$ cat src/rtl/add_pkg.sv
// Shared types and constants for the pipelined adder/subtractor.
// pipe_beat_t is sized for the widest supported configuration; narrower builds use the low bits.
package add_pkg;

   localparam logic OP_ADD = 1'b0;
   localparam logic OP_SUB = 1'b1;

   localparam int unsigned DEF_WIDTH  = 32;
   localparam int unsigned DEF_STAGES = 4;
   localparam int unsigned PIPE_MAX_W = 64;

   typedef struct packed {
      logic                  valid;
      logic                  sub;
      logic                  carry;
      logic [PIPE_MAX_W-1:0] a_rem;
      logic [PIPE_MAX_W-1:0] b_rem;
      logic [PIPE_MAX_W-1:0] s_done;
   } pipe_beat_t;

endpackage

$ cat src/rtl/add_pipe_stage.sv
// One CHUNK-bit slice of the pipelined adder together with its stage register.
// Consumes the low CHUNK bits of the remaining operands and shifts the slice sum into s_done.
module add_pipe_stage
   import add_pkg::*;
#(
   parameter int unsigned WIDTH = DEF_WIDTH,
   parameter int unsigned CHUNK = DEF_WIDTH / DEF_STAGES
) (
   input  logic       clk,
   input  logic       rst,
   input  logic       i_adv,
   input  pipe_beat_t i_beat,
   output pipe_beat_t o_beat
);

   logic [CHUNK:0] w_sum;
   pipe_beat_t     w_next;
   pipe_beat_t     r_beat;

   // Operands shift arithmetically so the last stage still sees their sign bits in bit 0;
   // the slice sum enters at the top of the WIDTH window and settles in place after STAGES shifts.
   always_comb begin
      w_sum = {1'b0, i_beat.a_rem[CHUNK-1:0]} + {1'b0, i_beat.b_rem[CHUNK-1:0]}
            + {{CHUNK{1'b0}}, i_beat.carry};
      w_next        = i_beat;
      w_next.carry  = w_sum[CHUNK];
      w_next.a_rem  = $signed(i_beat.a_rem) >>> CHUNK;
      w_next.b_rem  = $signed(i_beat.b_rem) >>> CHUNK;
      w_next.s_done = (i_beat.s_done >> CHUNK)
                    | (PIPE_MAX_W'(w_sum[CHUNK-1:0]) << (WIDTH - CHUNK));
   end

   always_ff @(posedge clk) begin
      if (rst) begin
         r_beat <= '0;
      end else if (i_adv) begin
         r_beat <= w_next;
      end
   end

   assign o_beat = r_beat;

endmodule

$ cat src/rtl/add_pipe.sv
// Pipelined two's-complement adder/subtractor with valid/ready handshake and full backpressure.
// Flags are derived only from the final stage register.
module add_pipe
   import add_pkg::*;
#(
   parameter int unsigned WIDTH  = DEF_WIDTH,
   parameter int unsigned STAGES = DEF_STAGES
) (
   input  logic             clk,
   input  logic             rst,
   input  logic             in_valid,
   output logic             in_ready,
   input  logic [WIDTH-1:0] a,
   input  logic [WIDTH-1:0] b,
   input  logic             cin,
   input  logic             sub,
   output logic             out_valid,
   input  logic             out_ready,
   output logic [WIDTH-1:0] s,
   output logic             cout,
   output logic             ovf,
   output logic             zero
);

   localparam int unsigned CHUNK = WIDTH / STAGES;

   if ((WIDTH % STAGES) != 0 || WIDTH > PIPE_MAX_W) begin : g_bad_cfg
      $error("add_pipe: WIDTH must be a multiple of STAGES and at most PIPE_MAX_W");
   end

   logic             w_adv;
   logic [WIDTH-1:0] w_bx;
   pipe_beat_t       w_in;
   pipe_beat_t       w_beat [STAGES+1];
   pipe_beat_t       w_last;

   assign w_adv    = !out_valid || out_ready;
   assign in_ready = w_adv;

   always_comb begin
      w_bx       = b ^ ((sub == OP_ADD) ? '0 : '1);
      w_in       = '0;
      w_in.valid = in_valid;
      w_in.sub   = sub;
      w_in.carry = cin ^ (sub == OP_SUB);
      w_in.a_rem = PIPE_MAX_W'($signed(a));
      w_in.b_rem = PIPE_MAX_W'($signed(w_bx));
   end

   assign w_beat[0] = w_in;

   for (genvar k = 0; k < STAGES; k++) begin : g_stage
      add_pipe_stage #(
         .WIDTH (WIDTH),
         .CHUNK (CHUNK)
      ) u_stage (
         .clk    (clk),
         .rst    (rst),
         .i_adv  (w_adv),
         .i_beat (w_beat[k]),
         .o_beat (w_beat[k+1])
      );
   end

   assign w_last = w_beat[STAGES];

   // After the final arithmetic shift every remaining operand bit equals that operand's sign.
   always_comb begin
      out_valid = w_last.valid;
      s         = w_last.s_done[WIDTH-1:0];
      cout      = w_last.carry;
      ovf       = (w_last.a_rem[0] == w_last.b_rem[0]) && (s[WIDTH-1] != w_last.a_rem[0]);
      zero      = w_last.valid && ~|s;
   end

endmodule
$ cat config.mk
export PLATFORM = sky130hd
export DESIGN_NAME = add_pipe
export DESIGN_NICKNAME = d
export VERILOG_FILES = /design/src/rtl/add_pkg.sv /design/src/rtl/add_pipe_stage.sv /design/src/rtl/add_pipe.sv
export SDC_FILE = /design/constraint.sdc
export NUM_CORES = 1
export LEC_CHECK = 0
export CAP_MARGIN = 20
export CORE_UTILIZATION = 50
export DETAILED_ROUTE_END_ITERATION = 10
export PLACE_DENSITY_LB_ADDON = 0.1
export SYNTH_ARGS = -nofsm -noshare
export SYNTH_HDL_FRONTEND = slang
export SYNTH_SLANG_ARGS = --single-unit
$ cat constraint.sdc
create_clock -name clk -period 3.7 [get_ports clk]
set_input_delay 1.11 -clock clk [delete_from_list [all_inputs] [get_ports clk]]
set_output_delay 1.11 -clock clk [all_outputs]
set_load 0.01 [all_outputs]
Yosys cells after proc, flatten, opt, wreduce, memory -nomap -nowiden
Cells that the tools add are included.
- register bits: 218
- input bits: 70
- output and inout bits: 37
- word-level logic and storage cells: 42
- add/sub/neg operators: 8
- eq/ne operators: 2
- muxes and demuxes: 1
- bitwise logic cells: 5
- reductions and logical operators: 6
- operator list (cell ; number):
    $or 24x32->32 ; 2
    $add 8x8->9 ; 4
    $add 9x1->9 ; 4
    $mux 32 ; 1
    $or 32x32->32 ; 1
    $reduce_or 32->1 ; 1
    $xor 32x32->32 ; 1
    $logic_and 1x1->1 ; 2
    $logic_not 1->1 ; 2
    $eq 1x1->1 ; 1
    $logic_or 1x1->1 ; 1
    $ne 1x1->1 ; 1
    $xor 1x1->1 ; 1

Longest topological paths before layout
- depth in word-level cells: 4
- gate-level depth with buffers: 10
- mapped depth without buffers: 8

Cells and area by module
A second synthesis with hierarchy kept.
- cell total of the unflattened synthesis: 2571
- area total of the unflattened synthesis: 26361.5 um^2
- modules (own cells, without submodules) (module ; times used ; cells each ; area each (um^2) ; seq. area each (um^2)):
    add_pipe_stage ; 4 ; 629 ; 6481.2 ; 3423.3
    add_pipe ; 1 ; 55 ; 436.7 ; 0.0

Least setup slack after synthesis
No wires, ideal clock.
- kind: input -> register
- start: in sub
- end: reg g_stage[0].u_stage.r_beat, in the netlist g_stage[0].u_stage.o_beat[31]
- setup time: 88 ps
- arrival: 3011 ps
- data required time: 3612 ps
- slack: 600 ps
- stages on the path: 8
- buffers on the path: 2
- cells stage by stage: buf_2 buf_2 xor2_1 fa_1 a211o_1 a2111oi_4 o21ai_1 a311oi_2
- cells in the longest elaborated chain, start to end: 4
- elaborated cells between the ends (all ways): 5
- classes of those cells: add/sub (2); mux (1); bitwise (2)
- ends and longest elaborated chain (item ; RTL line ; RTL):
    from (decl) ; add_pipe.sv:16 ; input logic sub,
    $mux 32 ; add_pipe.sv:41 ; w_bx = b ^ ((sub == OP_ADD) ? '0 : '1);
    $xor 32x32->32 ; add_pipe.sv:41 ;
    $add 8x8->9 ; add_pipe_stage.sv:23 ; w_sum = {1'b0, i_beat.a_rem[CHUNK-1:0]} + {1'b0, i_beat.b_rem[CHUNK-1:0]}
    $add 9x1->9 (*) ; add_pipe_stage.sv:24 ; + {{CHUNK{1'b0}}, i_beat.carry};
    to (signal assigned) ; add_pipe_stage.sv:37 ; r_beat <= w_next;
    to (decl) ; add_pipe_stage.sv:18 ; pipe_beat_t r_beat;
Mark *: on every way between the ends. The rest lies on a longest branch, timed or not.
A chain may end at the register's enable or synchronous reset.

Final worst setup path
- start: in out_ready
- end: out in_ready
- cells in the longest elaborated chain, start to end: 1
- ends and longest elaborated chain (item ; RTL line ; RTL):
    from (decl) ; add_pipe.sv:18 ; input logic out_ready,
    $logic_or 1x1->1 ; add_pipe.sv:37 ; assign w_adv = !out_valid || out_ready;
    to (decl) ; add_pipe.sv:12 ; output logic in_ready,
No other way between the ends.

==> impl_metrics.toml <==
[clock_tree]
post_cts_resize_count = 0
clock_path_buffers = 2
cts_setup_buffers = 0
hold_buffers = 0
numCtsBuffers = 17
clkTransAtPathRegs_ns = 0.06
root_buffer = "clkbuf_16"
insertion_delay_ns = 0.43
clkSinkCount = 186
cts_tree = "done"
htreeDepth = 4

[sta]
tightest_slew_ns = 0.844
slew_headroom = 0.437
rsz0062_at_grt = "no"
fin_crit_ns = 3.46
setup_viol = 0
fmax_mhz = 289
final_max_slew_viol_count = 0
setup_tns_ns = 0
period_share = 0.935
fin_skew_ns = 0.00704
hold_viol = 0

[worst_hold_path]
min_path_cells = 2
holdCritStartpoint = "g_stage[1].u_stage.o_beat[21]$_SDFFE_PP0P_"
hold_path.class = "reg -> reg"
hold_end = "g_stage[1].u_stage.o_beat[21]$_SDFFE_PP0P_"

[floorplan]
die_area_um2 = 17400
ios = 107
die_w_um = 132
num_rows = 47
core_um2 = 16500
initial_core_util = 0.512
chipHeight_um = 132

[worst_setup_path]
cp_cell_sequence = "clkdlybuf4s50_1 > and2b_4 > inv_6 > clkdlybuf4s50_1"
crit_path_max_incr_delay_ns = 0.53
ff2ff_path_depth = 6
critPathRequiredTime_ns = 2.59
reg2reg_to = "g_stage[1].u_stage.o_beat[30]$_SDFFE_PP0P_"
reg2reg_from = "g_stage[0].u_stage.o_beat[64]$_SDFFE_PP0P_"
critPathBufInv = 3
crit_type = "in -> out"
cp_common_cell = "clkdlybuf4s50_1"
start_kind = "input port"
slowest_stage = "clkdlybuf4s50_1"
rrSetupSlack_ns = 1.42
end_kind = "output port"
cpLargestDelayFamily = "buffers and inverters"
arrival_ns = 2.35
worst-path-stages = 4
crit_fanout = 2

[global_routing]
first_global_vias = 6061
antenna_found_initial = 0
grt_max_degree = 207
grt_pass1_wl_um = 29900
grt_overflow = 0
globalRouteTotalUtil = 0.210

[synthesis]
yosys.area.top_type = "dfxtp_1"
synth-compound-area-share = 0.196
ys.flop_type = "dfxtp_1"
synth_edf_count = 0
synth.net_count = 1121
synth_top_family_by_area = "compound AO/OA/AOI/OAI gates"
synth_top_area_frac = 0.440
ys_async_sr_fraction = 0
avgSynthCellArea_um2 = 8.33
muxShareOfSynthArea = 0.00370
synth_cell_types = 50
yosys-top-cells-area = "dfxtp_1, nand2_1, a21oi_1"
syn_inst = 1015
synthXorXnorAreaFrac = 0.0373
yosys.area_share.simple = 0.191
synth_area_um2 = 8450
synth_warnings = 0
synth-seq-cells = 186
ys_seq_area_frac = 0.440
synth_fa_ha_area_frac = 0.0604

[placement]
place.gp.congestion = 0.778
dp_cells = 1250
port-buffer-count = 106
dpl_cell_area_um2 = 9320
dp_hpwl_um = 11400

[drt]
drtIter0Drc = 530
post-route-drc-count = 0
firstDrtPassIters = 5
routedWlPerCell_um = 13.7
drtAntennaViolNets = 0
wl_um = 17500
num_vias = 6710
vias_per_cell = 5.24

[flow_run]
max_cap_violations = 0

[cells_and_area]
drive_gt1_frac = 0.0537
nets = 1155
largest_reg_flops = 186
fin_cells = 1281
fin_area_um2 = 9900
area_growth_pct = 17.1
antenna_cells = 0

[pwr]
p_leak_nw = 3.92
p_total_mw = 4.59
peakVddDrop_mv = 0.320
p_per_area_nw_per_um2 = 463

[outcome]
outcome = "completed"
[placed cells by master (no fill, tap or decap), drive strengths merged, types with 7 or more instances in the layout]
cell	netlist	layout
nand2	281	281
dfxtp	186	186
a21oi	147	147
clkdlybuf4s50	0	104
nor2	39	39
a211oi	35	35
ha	28	28
xnor2	27	27
clkbuf	29	21
a211o	19	19
nand3	13	13
inv	9	12
o21ai	11	11
o21a	11	11
nor3	10	10
buf	70	10
xor2	9	9
a21o	9	9
fa	8	8
nor4b	7	7
[final cells by class]
type                    count  area (um^2)
inverters                  10         42.5
repair buffers            114         1140
clock buffers              21          470
well taps                 220          275
clock inverters            10          115
multi-input cells         720         4130
fillers                  1532         6620
flip-flops and latches    186         3720
[worst max path at each step]
stage              start                                          to
4_1_cts        out_ready                                    in_ready
2_1_floorplan        sub  g_stage[0].u_stage.o_beat[31]$_SDFFE_PP0P_
5_1_grt        out_ready                                    in_ready
6_report       out_ready                                    in_ready
3_3_place_gp   out_ready                                    in_ready
3_5_place_dp   out_ready                                    in_ready
[cell families (layout without fill, tap and decap cells)]
| logic type | after synthesis | after routing |
|---|---|---|
| AND/OR/NAND/NOR | 386 | 386 |
| AO/OA/AOI/OAI | 259 | 259 |
| flip-flops | 186 | 186 |
| buffers and inverters | 109 | 155 |
| adder cells (fa/ha/maj) | 36 | 36 |
| XOR/XNOR | 36 | 36 |
| multiplexers | 3 | 3 |
[worst register-to-register path, stage by stage (launching register included)]
cell      delay, ns
dfxtp_1        0.34
fa_1           0.48
fa_1           0.44
a211o_1        0.30
a211o_1        0.30
and2_1         0.15
o221ai_1       0.18
[metrics by stage]
| stage | utilization | worst slack, ns | hold WS (ns) |
|---|---|---|---|
| 5_1_grt | 0.599 | 0.212 | 0.469 |
| 2_1_floorplan | - | 0.600 | 0.432 |
| 3_5_place_dp | 0.564 | 0.235 | 0.444 |
| 3_3_place_gp | 0.564 | 0.238 | 0.439 |
| 6_report | 0.599 | 0.240 | 0.451 |
| 4_1_cts | 0.599 | 0.227 | 0.453 |
[cells in the mapped netlist, types with 2 or more instances]
cell / count
dfxtp_1: 186
o2111a_1: 2
o21a_2: 3
buf_4: 42
nand4b_1: 2
clkbuf_1: 29
nor4_1: 6
a21o_1: 8
and2_1: 3
o311ai_0: 2
nand3b_1: 4
nand2_1: 281
o211ai_1: 3
or2_1: 2
mux2i_1: 2
nor2_1: 39
nand3_1: 13
nor3_1: 10
xor2_1: 9
o21a_1: 8
xnor2_1: 27
a31oi_1: 6
a211oi_1: 35
and3_1: 4
o21ai_0: 8
fa_1: 8
ha_1: 28
a211o_1: 18
nor4b_1: 7
o21ai_1: 3
or3_1: 6
inv_1: 8
a21oi_1: 147
o221ai_1: 3
a311oi_2: 2
a2111oi_4: 3
nand4_1: 2
buf_2: 28
or2_2: 4
o22ai_1: 4
[where the power goes]
| group | internal [mW] | switching (mW) | total (mW) | leakage, nW |
|---|---|---|---|---|
| logic | 0.285 | 0.281 | 0.566 | 2.10 |
| clock network | 1.05 | 0.758 | 1.81 | 0.294 |
| registers | 2.14 | 0.0804 | 2.22 | 1.53 |
[routing by layer]
metal | vias up | global-route usage | wire [um]
met2 | 131 | 0.301 | 7450
met5 | - | 0 | 0
li1 | 3504 | - | -
met1 | 3061 | 0.319 | 9190
met4 | 0 | 0.0601 | 206
met3 | 14 | 0.0377 | 695
(Power assumes the default switching activity.)
